--- config.mk ---
export PLATFORM = sky130hd
export DESIGN_NAME = mem_stage
export DESIGN_NICKNAME = d
export VERILOG_FILES = /design/src/rtl/mem_stage.sv
export SDC_FILE = /design/constraint.sdc
export NUM_CORES = 1
export LEC_CHECK = 0
export ABC_AREA = 0
export CORE_ASPECT_RATIO = 0.8
export CORE_UTILIZATION = 49
export DETAILED_ROUTE_END_ITERATION = 16
export GPL_ROUTABILITY_DRIVEN = 1
export PLACE_DENSITY = 0.86
export SYNTH_ARGS = -nofsm -noshare
export SYNTH_HDL_FRONTEND = slang
export SYNTH_SLANG_ARGS = --single-unit
--- constraint.sdc ---
create_clock -name clk_i -period 3.5 [get_ports clk_i]
set_input_delay 0.7 -clock clk_i [delete_from_list [all_inputs] [get_ports clk_i]]
set_output_delay 0.7 -clock clk_i [all_outputs]
set_load 0.02 [all_outputs]
--- src/rtl/mem_stage.sv ---
// ----------------------------------------------------------------------------
// mem_stage: MEM pipeline stage between EX and WB.
//
// Accepts one instruction per cycle from EX (valid_i/ready_o handshake). ALU-only
// instructions pass straight into the MEM/WB register with one cycle of latency.
// Loads and stores are issued on a req/gnt/rvalid data-memory port. EX is stalled
// (ready_o low) until the access retires.
//
// Optional build macro:
//   MEM_MISALIGN_TRAP_EN - adds misalign_o. Misaligned half/word accesses then
//                          issue no memory request. They retire one cycle after
//                          acceptance with wb_reg_we_o=0, and misalign_o pulses
//                          alongside wb_valid_o. Without the macro the offending
//                          low address bits are ignored.
//
// Ports:
//   clk_i, rst_ni          clock, asynchronous active-low reset
//   valid_i / ready_o      EX handshake; ready_o is high only while idle
//   alu_result_i           ALU result, or effective address for memory ops
//   store_data_i           rs2 data for stores
//   dest_reg_i, reg_we_i   register-file destination and write enable
//   mem_read_i/mem_write_i load / store (mutually exclusive)
//   mem_size_i             00 byte, 01 half, 10/11 word
//   mem_unsigned_i         zero-extend loaded data
//   data_*                 data-memory port (word-aligned address, byte enables,
//                          lane-replicated write data)
//   wb_*                   MEM/WB register outputs consumed by WB
//   misalign_o             (MEM_MISALIGN_TRAP_EN only) misaligned access retired
// ----------------------------------------------------------------------------
module mem_stage #(
    parameter int unsigned DATA_WIDTH = 32,
    parameter int unsigned ADDR_WIDTH = 5
) (
    input  logic                  clk_i,
    input  logic                  rst_ni,

    // EX -> MEM
    input  logic                  valid_i,
    output logic                  ready_o,
    input  logic [DATA_WIDTH-1:0] alu_result_i,
    input  logic [DATA_WIDTH-1:0] store_data_i,
    input  logic [ADDR_WIDTH-1:0] dest_reg_i,
    input  logic                  reg_we_i,
    input  logic                  mem_read_i,
    input  logic                  mem_write_i,
    input  logic [1:0]            mem_size_i,
    input  logic                  mem_unsigned_i,

    // Data-memory port
    output logic                  data_req_o,
    input  logic                  data_gnt_i,
    output logic [DATA_WIDTH-1:0] data_addr_o,
    output logic                  data_we_o,
    output logic [3:0]            data_be_o,
    output logic [DATA_WIDTH-1:0] data_wdata_o,
    input  logic                  data_rvalid_i,
    input  logic [DATA_WIDTH-1:0] data_rdata_i,

    // MEM/WB register
    output logic                  wb_valid_o,
    output logic [DATA_WIDTH-1:0] wb_alu_result_o,
    output logic [DATA_WIDTH-1:0] wb_mem_data_o,
    output logic [ADDR_WIDTH-1:0] wb_dest_reg_o,
    output logic                  wb_reg_we_o,
    output logic                  wb_wdata_mux_o
`ifdef MEM_MISALIGN_TRAP_EN
    ,
    output logic                  misalign_o
`endif
);

    typedef enum logic [1:0] {
        StIdle,
        StReq,
        StWaitRvalid
    } state_e;

    state_e state_q, state_d;

    // Captured memory operation; held stable for the whole transaction.
    logic [DATA_WIDTH-1:0] op_addr_q,     op_addr_d;
    logic [DATA_WIDTH-1:0] op_wdata_q,    op_wdata_d;
    logic [3:0]            op_be_q,       op_be_d;
    logic                  op_we_q,       op_we_d;
    logic [1:0]            op_size_q,     op_size_d;
    logic                  op_unsigned_q, op_unsigned_d;
    logic [ADDR_WIDTH-1:0] op_dest_q,     op_dest_d;
    logic                  op_reg_we_q,   op_reg_we_d;

    // MEM/WB register
    logic                  wb_valid_q,    wb_valid_d;
    logic [DATA_WIDTH-1:0] wb_alu_q,      wb_alu_d;
    logic [DATA_WIDTH-1:0] wb_mem_data_q, wb_mem_data_d;
    logic [ADDR_WIDTH-1:0] wb_dest_q,     wb_dest_d;
    logic                  wb_reg_we_q,   wb_reg_we_d;
    logic                  wb_mux_q,      wb_mux_d;

    logic                  mem_op;
    logic                  trap;
    logic [3:0]            acc_be;
    logic [DATA_WIDTH-1:0] acc_wdata;
    logic [4:0]            ld_shift;
    logic [DATA_WIDTH-1:0] ld_shifted;
    logic [DATA_WIDTH-1:0] ld_data;

    assign mem_op = mem_read_i | mem_write_i;

`ifdef MEM_MISALIGN_TRAP_EN
    logic misaligned;
    logic misalign_q, misalign_d;

    // Size 11 counts as word, hence the test on mem_size_i[1] alone.
    assign misaligned = ((mem_size_i == 2'b01) && alu_result_i[0]) ||
                        (mem_size_i[1] && (alu_result_i[1:0] != 2'b00));
    assign trap       = mem_op & misaligned;
    assign misalign_o = misalign_q;
`else
    assign trap = 1'b0;
`endif

    // Byte enables and lane-replicated store data for the incoming instruction.
    // Half/word ignore the address bits below their natural alignment.
    always_comb begin
        acc_be    = 4'b1111;
        acc_wdata = store_data_i;
        case (mem_size_i)
            2'b00: begin
                acc_be    = 4'b0001 << alu_result_i[1:0];
                acc_wdata = {4{store_data_i[7:0]}};
            end
            2'b01: begin
                acc_be    = 4'b0011 << {alu_result_i[1], 1'b0};
                acc_wdata = {2{store_data_i[15:0]}};
            end
            default: begin
                acc_be    = 4'b1111;
                acc_wdata = store_data_i;
            end
        endcase
    end

    // Load data: move the addressed lane down to bit 0, then extend.
    always_comb begin
        ld_shift = 5'd0;
        case (op_size_q)
            2'b00:   ld_shift = {op_addr_q[1:0], 3'b000};
            2'b01:   ld_shift = {op_addr_q[1], 4'b0000};
            default: ld_shift = 5'd0;
        endcase
    end

    assign ld_shifted = data_rdata_i >> ld_shift;

    always_comb begin
        ld_data = ld_shifted;
        case (op_size_q)
            2'b00: ld_data = op_unsigned_q ? {24'b0, ld_shifted[7:0]}
                                           : {{24{ld_shifted[7]}}, ld_shifted[7:0]};
            2'b01: ld_data = op_unsigned_q ? {16'b0, ld_shifted[15:0]}
                                           : {{16{ld_shifted[15]}}, ld_shifted[15:0]};
            default: ld_data = ld_shifted;
        endcase
    end

    // Next-state logic. wb_valid/wb_reg_we default low so they only pulse on retire;
    // the other MEM/WB fields hold their last values.
    always_comb begin
        state_d       = state_q;
        op_addr_d     = op_addr_q;
        op_wdata_d    = op_wdata_q;
        op_be_d       = op_be_q;
        op_we_d       = op_we_q;
        op_size_d     = op_size_q;
        op_unsigned_d = op_unsigned_q;
        op_dest_d     = op_dest_q;
        op_reg_we_d   = op_reg_we_q;
        wb_valid_d    = 1'b0;
        wb_reg_we_d   = 1'b0;
        wb_alu_d      = wb_alu_q;
        wb_mem_data_d = wb_mem_data_q;
        wb_dest_d     = wb_dest_q;
        wb_mux_d      = wb_mux_q;
`ifdef MEM_MISALIGN_TRAP_EN
        misalign_d    = 1'b0;
`endif

        case (state_q)
            StIdle: begin
                if (valid_i) begin
                    if (!mem_op || trap) begin
                        // ALU op, or a trapped misaligned access: retire next edge.
                        wb_valid_d  = 1'b1;
                        wb_reg_we_d = reg_we_i & ~trap;
                        wb_alu_d    = alu_result_i;
                        wb_dest_d   = dest_reg_i;
                        wb_mux_d    = 1'b0;
`ifdef MEM_MISALIGN_TRAP_EN
                        misalign_d  = trap;
`endif
                    end else begin
                        state_d       = StReq;
                        op_addr_d     = alu_result_i;
                        op_wdata_d    = acc_wdata;
                        op_be_d       = acc_be;
                        op_we_d       = mem_write_i;
                        op_size_d     = mem_size_i;
                        op_unsigned_d = mem_unsigned_i;
                        op_dest_d     = dest_reg_i;
                        op_reg_we_d   = reg_we_i;
                    end
                end
            end

            StReq: begin
                if (data_gnt_i) begin
                    if (op_we_q) begin
                        // Stores complete on grant; there is no response to wait for.
                        state_d     = StIdle;
                        wb_valid_d  = 1'b1;
                        wb_reg_we_d = 1'b0;
                        wb_alu_d    = op_addr_q;
                        wb_dest_d   = op_dest_q;
                        wb_mux_d    = 1'b0;
                    end else begin
                        state_d = StWaitRvalid;
                    end
                end
            end

            StWaitRvalid: begin
                if (data_rvalid_i) begin
                    state_d       = StIdle;
                    wb_valid_d    = 1'b1;
                    wb_reg_we_d   = op_reg_we_q;
                    wb_alu_d      = op_addr_q;
                    wb_mem_data_d = ld_data;
                    wb_dest_d     = op_dest_q;
                    wb_mux_d      = 1'b1;
                end
            end

            default: state_d = StIdle;
        endcase
    end

    always_ff @(posedge clk_i or negedge rst_ni) begin
        if (!rst_ni) begin
            state_q       <= StIdle;
            op_addr_q     <= '0;
            op_wdata_q    <= '0;
            op_be_q       <= '0;
            op_we_q       <= 1'b0;
            op_size_q     <= '0;
            op_unsigned_q <= 1'b0;
            op_dest_q     <= '0;
            op_reg_we_q   <= 1'b0;
            wb_valid_q    <= 1'b0;
            wb_alu_q      <= '0;
            wb_mem_data_q <= '0;
            wb_dest_q     <= '0;
            wb_reg_we_q   <= 1'b0;
            wb_mux_q      <= 1'b0;
`ifdef MEM_MISALIGN_TRAP_EN
            misalign_q    <= 1'b0;
`endif
        end else begin
            state_q       <= state_d;
            op_addr_q     <= op_addr_d;
            op_wdata_q    <= op_wdata_d;
            op_be_q       <= op_be_d;
            op_we_q       <= op_we_d;
            op_size_q     <= op_size_d;
            op_unsigned_q <= op_unsigned_d;
            op_dest_q     <= op_dest_d;
            op_reg_we_q   <= op_reg_we_d;
            wb_valid_q    <= wb_valid_d;
            wb_alu_q      <= wb_alu_d;
            wb_mem_data_q <= wb_mem_data_d;
            wb_dest_q     <= wb_dest_d;
            wb_reg_we_q   <= wb_reg_we_d;
            wb_mux_q      <= wb_mux_d;
`ifdef MEM_MISALIGN_TRAP_EN
            misalign_q    <= misalign_d;
`endif
        end
    end

    // Request and port fields come straight from registers, so they are glitch-free
    // and stable from the cycle after acceptance until grant.
    assign ready_o      = (state_q == StIdle);
    assign data_req_o   = (state_q == StReq);
    assign data_addr_o  = {op_addr_q[DATA_WIDTH-1:2], 2'b00};
    assign data_we_o    = op_we_q;
    assign data_be_o    = op_be_q;
    assign data_wdata_o = op_wdata_q;

    assign wb_valid_o      = wb_valid_q;
    assign wb_alu_result_o = wb_alu_q;
    assign wb_mem_data_o   = wb_mem_data_q;
    assign wb_dest_reg_o   = wb_dest_q;
    assign wb_reg_we_o     = wb_reg_we_q;
    assign wb_wdata_mux_o  = wb_mux_q;

endmodule
* After elaboration in Yosys (flattened, before gate mapping) *
Cells that the tools add are included.

cells by class
  equal/unequal tests = 10
  shift-type cells = 3
  muxes and demuxes = 40
  bitwise logic cells = 1
  reduce and logical (&&, ||, !) cells = 8

operators by type and width
  cell                   number
  $mux W32               7
  $pmux W32 S2           2
  $pmux W32 S3           1
  $shr A32 B5 Y32        1
  $mux W5                5
  $pmux W5 S3            1
  $mux W1                13
  $mux W2                5
  $pmux W5 S2            1
  $pmux W4 S2            1
  $eq A2 B1 Y1 const B   3
  $logic_not A2 Y1       3
  $ne A2 B1 Y1 const B   3
  $ne A2 B2 Y1 const B   3
  $pmux W1 S3            2
  $pmux W2 S3            1
  $reduce_and A6 Y1      1
  $reduce_and A4 Y1      1
  $shl A1 B2 Y4 const A  1
  $shl A2 B2 Y4 const A  1
  $reduce_and A3 Y1      1
  $reduce_bool A3 Y1     1
  $eq A2 B2 Y1 const B   1
  $pmux W1 S2            1
  2 further kinds        2

word-level totals
  register bits after elaboration = 152
  bits of input ports = 112
  output and inout bits = 143
  word-level logic and storage cells = 77

* Depth between registers and ports, before layout *
Gate-level depths: netlist of the first run.

  word-level depth = 5
  depth in mapped cells = 8
  mapped depth without buffers = 6

* Least setup slack after synthesis of the first run *
No wires, ideal clock.

  kind = input-to-reg
  start point = input port mem_write_i
  end point = register wb_mux_q, in the netlist wb_wdata_mux_o
  arrival time = 2.011 ns
  required time = 3.375 ns
  path slack = 1.364 ns
  cell stages on the path = 4
  buffers on the path = 1
  cells stage by stage = or3b_1 a2111oi_4 buf_4 mux2_2

on the way
  longest elaborated chain between the ends = 3

RTL lines
  element                      RTL line  RTL
  from (decl)                  45        input logic mem_write_i,
  $or A1 B1 Y1                 106       assign mem_op = mem_read_i | mem_write_i;
  $ne A2 B2 Y1 (no line)       n/a
  $reduce_and A6 Y1 (no line)  n/a
  to (signal assigned)         281       wb_mux_q <= wb_mux_d;
  to (decl)                    96        logic wb_mux_q, wb_mux_d;

No other way between the ends.
A chain may end at the register's enable or synchronous reset.

* Worst setup path in the final report of the first run *
  start point = register state_q[0]
  end point = output port ready_o

on the way
  longest elaborated chain between the ends = 1

RTL lines
  element                 RTL line  RTL
  from (decl)             78        state_e state_q, state_d;
  from (signal assigned)  248       state_q <= StIdle;
  from (signal assigned)  267       state_q <= state_d;
  $logic_not A2 Y1        290       assign ready_o = (state_q == StIdle);
  to (decl)               39        output logic ready_o,

No other way between the ends.

==> metrics.log, run 1 <==
[metrics] total clock buffers created by CTS: 17
[metrics] peak ir drop on the vdd network: 0.629 mV
[metrics] summed negative setup slack over all endpoints: 0 ns
[metrics] number of cell rows: 39
[metrics] final worst clock skew: 0.00799 ns
[metrics] top-level port count: 255
[metrics] CP required: 2.80 ns
[metrics] drt via density: 5.32
[metrics] final hold violation count: 0
[metrics] count of pins over their slew limit: 0
[metrics] uppermost routed layer: met4
[metrics] per-instance average area after synthesis: 10.9 µm²
[metrics] number of gates resized after cts: 0
[metrics] Final Instance Area: a little over 10000 µm²
[metrics] Top FF cell, synth: sky130_fd_sc_hd__dfrtp_1
[metrics] CTS tree: yes
[metrics] Area growth syn-to-layout: 43.3%
[metrics] Yosys warnings: 0
[metrics] remaining design rule violation count: 0
[metrics] total leakage power: approximately 4.3 nW
[metrics] Worst setup SP type: flop
[metrics] Tightest Pin Transition: 0.865 ns
[metrics] Avg WL per Cell: 17.8 µm
[metrics] detailed-placement wirelength estimate: 13200 µm
[metrics] synthesis-stage register bit count: 152
[metrics] DRT Pass-1 Iters: 5
[metrics] number of synthesized flops with an enable pin: 0
[metrics] cell area power density: 1010 nW/µm²
[metrics] startpoint-to-endpoint class of the critical path: reg -> out
[metrics] starting utilization of the core area: between 40 and 50%
[metrics] Total Die Area: approximately 15000 µm²
[metrics] area of the core: 14200 µm²
[metrics] initial detailed-routing violation count: 258
[metrics] setup violation total in the final timing report: 0
[metrics] count of port buffers added during placement: 252
[metrics] global-route wire length before repair: around 30000 µm
[metrics] fin nets: 983
[metrics] outcome: completed
[metrics] Synth Cell Area: 7120 µm²
[metrics] fillers: 1041
[metrics] most frequently used cell type in the post-synthesis netlist: sky130_fd_sc_hd__dfrtp_1
[metrics] final worst hold slack: 0.307 ns
[metrics] number of different library cells in the post-synthesis netlist: 40
[metrics] worst flop-to-flop path startpoint: op_size_q[1]
[metrics] hold bufs inserted after CTS: 0
[metrics] antenna fix cells: 0
[metrics] latest clock arrival within the worst-skew pair: approximately 0.42 ns
[metrics] Placer Congestion: ~0.84
[metrics] depth of the CTS H-tree: 4
[metrics] number of antenna violations at the first check in global routing: 0
[metrics] setup bufs post-CTS: 0
[metrics] area post-placement: 9580 µm²
[metrics] die boundary width: 137 µm
[metrics] CP Data Arrival Time: ~1.9 ns
[metrics] top cells by count, synth: sky130_fd_sc_hd__dfrtp_1 (152), sky130_fd_sc_hd__mux2i_1 (77), sky130_fd_sc_hd__nor2_1 (60)
[metrics] number of global-route vias before repair: 5831
[metrics] area share of the largest cell type after synthesis: 53.4%
[metrics] Clock Sink Count: 152
[metrics] top cells by area, synth: sky130_fd_sc_hd__dfrtp_1 (53%), sky130_fd_sc_hd__mux2i_1 (11%), sky130_fd_sc_hd__mux2_2 (7.6%)
[metrics] proportion of synthesized flip-flops having asynchronous set or reset: 100%
[metrics] Routed Wire Length: 18900 µm
[metrics] Worst Setup End Kind: output port
[metrics] Worst setup startpoint: state_q[0]
[metrics] detailed-routed wire length on met3: approximately 1700 µm
[metrics] time the final worst path needs with I/O delays and setup: 2.57 ns
[metrics] final global-route overflow total: 0
[metrics] worst-case reg-to-reg path depth: 4
[metrics] count of nets left with antenna violations after detail routing: 0
[metrics] master cell of the clock root buffer: sky130_fd_sc_hd__clkbuf_16
[metrics] routed length on met2: 8720 µm
[metrics] RSZ-0062 raised after global routing: false
[metrics] sum of routed wire segments on met1: 8160 µm
[metrics] height of the die: 110 µm
[metrics] count of mapped cells out of synthesis: 654
[metrics] portion of the post-synthesis area used by sequential elements: 53.4%
[metrics] final worst path period share: between 70 and 80%
[metrics] Max-Slew Margin vs Limit: 42.2%
[metrics] maximum frequency from static timing analysis: 389 MHz
[metrics] layout cells sized above 1: a little under an eighth
[metrics] Worst Hold Class: in -> async
[metrics] count of vias placed by the detailed router: 5647
[metrics] library cell with the largest summed area after synthesis: sky130_fd_sc_hd__dfrtp_1
[metrics] Max FO, Critical Path: 6
[metrics] clock-pin slew of the registers on the worst-case setup and hold paths: about 0.060 ns
[metrics] GRT Total Usage: approximately a quarter
[metrics] Max-Cap Viols: 0
[metrics] clock tree buffer depth: 2
[metrics] pin count of the biggest net entering global routing: 110
[metrics] setup slack, reg-to-reg: 1.22 ns
[cells by family (layout without fill, tap and decap cells)]
family | count (synthesis) | in the layout | synth area share, %
AO/OA/AOI/OAI | 155 | 155 | 13.0
adder cells (fa/ha/maj) | 5 | 5 | 0.879
AND/OR/NAND/NOR | 136 | 136 | 7.87
flip-flops | 152 | 152 | 53.4
buffers and inverters | 80 | 302 | 6.40
multiplexers | 125 | 125 | 18.4
other | 1 | 2 | 0.0527
[placed cells by master (no fill, tap or decap), drive strengths merged, types with 6 or more instances in the layout]
master,n
a21oi,54
a31oi,9
a32o,6
buf,13
clkbuf,21
clkdlybuf4s50,251
dfrtp,152
inv,8
mux2,48
mux2i,77
nand2,59
nor2,60
o21ai,68
o221ai,7
[area by class of cell]
class / count / area, µm² / share of cell area [%]
clock buffers: 21 / 470 / 4.61
clock inverters: 9 / 148 / 1.45
inverters: 8 / 30.0 / 0.294
multi-input cells: 423 / 2870 / 28.1
flip-flops and latches: 152 / 3800 / 37.3
well taps: 184 / 230 / 2.26
repair buffers: 264 / 2650 / 26.0
[stage by stage]
| step | std cells | total power [mW] | utilization, % | worst slack, ns |
|---|---|---|---|---|
| after floorplan | 655 | 6.33 | - | 1.36 |
| after global placement | 1031 | 8.27 | 67.2 | 0.749 |
| after detailed placement | 1031 | 8.41 | 67.2 | 0.655 |
| after CTS | 1061 | 10.4 | 71.6 | 0.894 |
| after global routing | 1061 | 11.0 | 71.6 | 0.829 |
| final | 1061 | 10.3 | 71.6 | 0.931 |
[worst paths after layout]
path / endpoint
worst max-delay path: ready_o
worst min-delay path: op_addr_q[28]
worst max register to register: wb_mem_data_o[16]
worst min register to register: op_reg_we_q
max in group asynchronous: data_wdata_o[4]
min in group clk_i: op_reg_we_q
[per-layer routing]
| layer | up-vias | GRT usage (%) |
|---|---|---|
| met4 | 0 | 10.7 |
| li1 | 2679 | - |
| met1 | 2715 | 33.5 |
| met5 | - | 0 |
| met3 | 30 | 9.45 |
| met2 | 223 | 41.5 |
[report_power, final]
part           internal, mW  total (mW)  leakage (nW)  switching (mW)
Clock                  1.24        1.93         0.305           0.691
Combinational          2.47        5.19          2.22            2.71
Sequential             2.63        3.21          1.80           0.581
Total                  6.34        10.3          4.33            3.99
[flip-flops by register name, summed over array words and instances (netlist names)]
name and count:
op_unsigned_q 1, wb_valid_o 1, data_wdata_o 32, op_addr_q 32, data_we_o 1, wb_wdata_mux_o 1
op_dest_q 5, state_q 2, wb_dest_reg_o 5, data_be_o 4, wb_reg_we_o 1, wb_mem_data_o 32
op_size_q 2, wb_alu_result_o 32, op_reg_we_q 1
[critical path: stages (launching register included)]
cell	delay, ns
sky130_fd_sc_hd__dfrtp_1	0.43
sky130_fd_sc_hd__inv_1	0.11
sky130_fd_sc_hd__ha_2	0.28
sky130_fd_sc_hd__clkdlybuf4s50_1	0.64
(Power assumes the default switching activity.)
==> run 2, diff against run 1 <==
--- a/config.mk
+++ b/config.mk
@@ -7,10 +7,10 @@
 export LEC_CHECK = 0
 export ABC_AREA = 0
 export CORE_ASPECT_RATIO = 0.8
-export CORE_UTILIZATION = 49
+export CORE_UTILIZATION = 45
 export DETAILED_ROUTE_END_ITERATION = 16
 export GPL_ROUTABILITY_DRIVEN = 1
-export PLACE_DENSITY = 0.86
+export PLACE_DENSITY = 0.8
 export SYNTH_ARGS = -nofsm -noshare
 export SYNTH_HDL_FRONTEND = slang
 export SYNTH_SLANG_ARGS = --single-unit
==> constraint.sdc (replaced) <==
create_clock -name clk_i -period 2.4 [get_ports clk_i]
set_input_delay 0.48 -clock clk_i [delete_from_list [all_inputs] [get_ports clk_i]]
set_output_delay 0.48 -clock clk_i [all_outputs]
set_load 0.02 [all_outputs]
==> run 2 against run 1 <==
Net effect:
- sequential power increased by 45%
- count of clock-buffer cells in the layout decreased by 1
- design area increased by 2.3%
- register-to-register slack got worse by 0.77 ns
- largest power group unchanged
- non-clock buffer count increased by 16
- via count increased by 0.21%
==> metrics.log, run 2 (synthesis gave the netlist of run 1 again) <==
[metrics] number of antenna violations at the first check in global routing: 0
[metrics] hold bufs inserted after CTS: 0
[metrics] final worst path period share: 97.1%
[metrics] peak ir drop on the vdd network: approximately 0.9 mV
[metrics] most common cell after layout, fill and taps aside: sky130_fd_sc_hd__clkdlybuf4s50_1
[metrics] area of all sequential standard cells: 3800 µm²
[metrics] detailed-placement wirelength estimate: around 13000 µm
[metrics] CP Data Arrival Time: 1.85 ns
[metrics] DRT Pass-1 Iters: 4
[metrics] starting utilization of the core area: 46.8%
[metrics] Final Instance Area: 10400 µm²
[metrics] Area growth syn-to-layout: 46.6%
[metrics] RSZ-0062 raised after global routing: false
[metrics] area taken by multi-input logic gates: 2870 µm²
[metrics] CP required: around 1.9 ns
[metrics] master cell of the clock root buffer: sky130_fd_sc_hd__clkbuf_16
[metrics] total leakage power: 4.44 nW
[metrics] startpoint-to-endpoint class of the critical path: reg -> out
[metrics] clock tree buffer depth: 2
[metrics] top-level port count: between 200 and 300
[metrics] initial detailed-routing violation count: 267
[metrics] number of global-route vias before repair: 5645
[metrics] CTS tree: yes
[metrics] global-route wire length before repair: 29700 µm
[metrics] total clock buffers created by CTS: 17
[metrics] count of nets left with antenna violations after detail routing: 0
[metrics] Placer Congestion: 0.849
[metrics] Avg WL per Cell: 16.8 µm
[metrics] setup violation total in the final timing report: 0
[metrics] Final Util: 68.6%
[metrics] maximum frequency from static timing analysis: 429 MHz
[metrics] GRT Total Usage: 23.8%
[metrics] fin nets: between 900 and 1000
[metrics] antenna fix cells: 0
[metrics] latest clock arrival within the worst-skew pair: approximately 0.42 ns
[metrics] die boundary width: 143 µm
[metrics] depth of the CTS H-tree: 4
[metrics] count of pins over their slew limit: 0
[metrics] most frequent cells in the layout: sky130_fd_sc_hd__clkdlybuf4s50_1 (251), sky130_fd_sc_hd__dfrtp_1 (152), sky130_fd_sc_hd__mux2i_1 (77), sky130_fd_sc_hd__nor2_1 (60), sky130_fd_sc_hd__nand2_1 (59)
[metrics] count of vias placed by the detailed router: 5659
[metrics] cell area power density: 1470 nW/µm²
[metrics] count of port buffers added during placement: 252
[metrics] outcome: completed
[metrics] Max FO, Critical Path: 6
[metrics] Max-Cap Viols: 0
[metrics] Total Die Area: roughly 16000 µm²
[metrics] Max-Slew Margin vs Limit: 63.2%
[metrics] area of the core: 15200 µm²
[metrics] final hold violation count: 0
[metrics] drt via density: 5.12
[metrics] clock-pin slew of the registers on the worst-case setup and hold paths: approximately 0.060 ns
[metrics] number of cell rows: 40
[metrics] time the final worst path needs with I/O delays and setup: about 2.3 ns
[metrics] height of the die: 115 µm
[metrics] remaining design rule violation count: 0
[metrics] area post-placement: 9810 µm²
[metrics] Tightest Pin Transition: 0.551 ns
[metrics] Worst Setup End Kind: output port
[metrics] number of gates resized after cts: 0
[metrics] final worst clock skew: 0.0142 ns
[metrics] fillers: approximately 1200
[metrics] summed negative setup slack over all endpoints: 0 ns
[metrics] final global-route overflow total: 0
[metrics] Worst setup SP type: flop
[metrics] Worst Hold Class: in -> async
[metrics] layout cells sized above 1: roughly an eighth
[metrics] pin count of the biggest net entering global routing: 62
[metrics] Clock Sink Count: roughly 150
[metrics] setup bufs post-CTS: 0
[metrics] Routed Wire Length: around 19000 µm
## run 2: where the power goes
part           total, mW  internal (mW)  switching (mW)
sequential          4.65           3.84           0.814
clock               2.84           1.79            1.05
combinational       7.83           3.85            3.98
## run 2: worst paths after layout
| kind | slack, ns | start | endpoint | depth (start not counted) |
|---|---|---|---|---|
| worst max-delay path | 0.07 | state_q[0] | ready_o | 3 |
| worst min-delay path | 0.02 | rst_ni | op_addr_q[22] | 1 |
| worst max register to register | 0.45 | state_q[0] | wb_wdata_mux_o | 6 |
| worst min register to register | 0.48 | data_wdata_o[19] | data_wdata_o[19] | 2 |
| max in group asynchronous | 1.65 | rst_ni | data_be_o[1] | 2 |
| min in group clk_i | 0.48 | data_wdata_o[19] | data_wdata_o[19] | 2 |
## run 2: final cells by class
| class | count | area share (%) |
|---|---|---|
| repair buffers | 280 | 27.3 |
| inverters | 8 | 0.288 |
| flip-flops and latches | 152 | 36.4 |
| multi-input cells | 423 | 27.5 |
| well taps | 210 | 2.52 |
| clock inverters | 12 | 1.65 |
| clock buffers | 20 | 4.37 |
## run 2: critical path, stage by stage (launching register included)
cell,delay (ns)
sky130_fd_sc_hd__dfrtp_1,0.43
sky130_fd_sc_hd__inv_1,0.11
sky130_fd_sc_hd__ha_2,0.27
sky130_fd_sc_hd__clkdlybuf4s50_1,0.63
## run 2: per-layer routing
metal	share of wire, %	vias up	GRT usage, %
met5	0	-	0
met4	0.90	0	5.81
met3	9.0	13	10.1
met2	45	201	36.6
met1	45	2715	30.9
li1	-	2730	-
## run 2: through the flow
| step | total power, mW | hold WS (ns) | cells | worst slack, ns |
|---|---|---|---|---|
| after floorplan | 9.24 | 0.184 | 655 | 0.484 |
| after global placement | 12.4 | 0.461 | 1073 | -0.00309 |
| after detailed placement | 12.5 | 0.470 | 1073 | -0.0141 |
| after CTS | 15.4 | 0.0313 | 1105 | 0.0608 |
| after global routing | 16.2 | 0.0410 | 1105 | 0.00111 |
| final | 15.3 | 0.0193 | 1105 | 0.0705 |
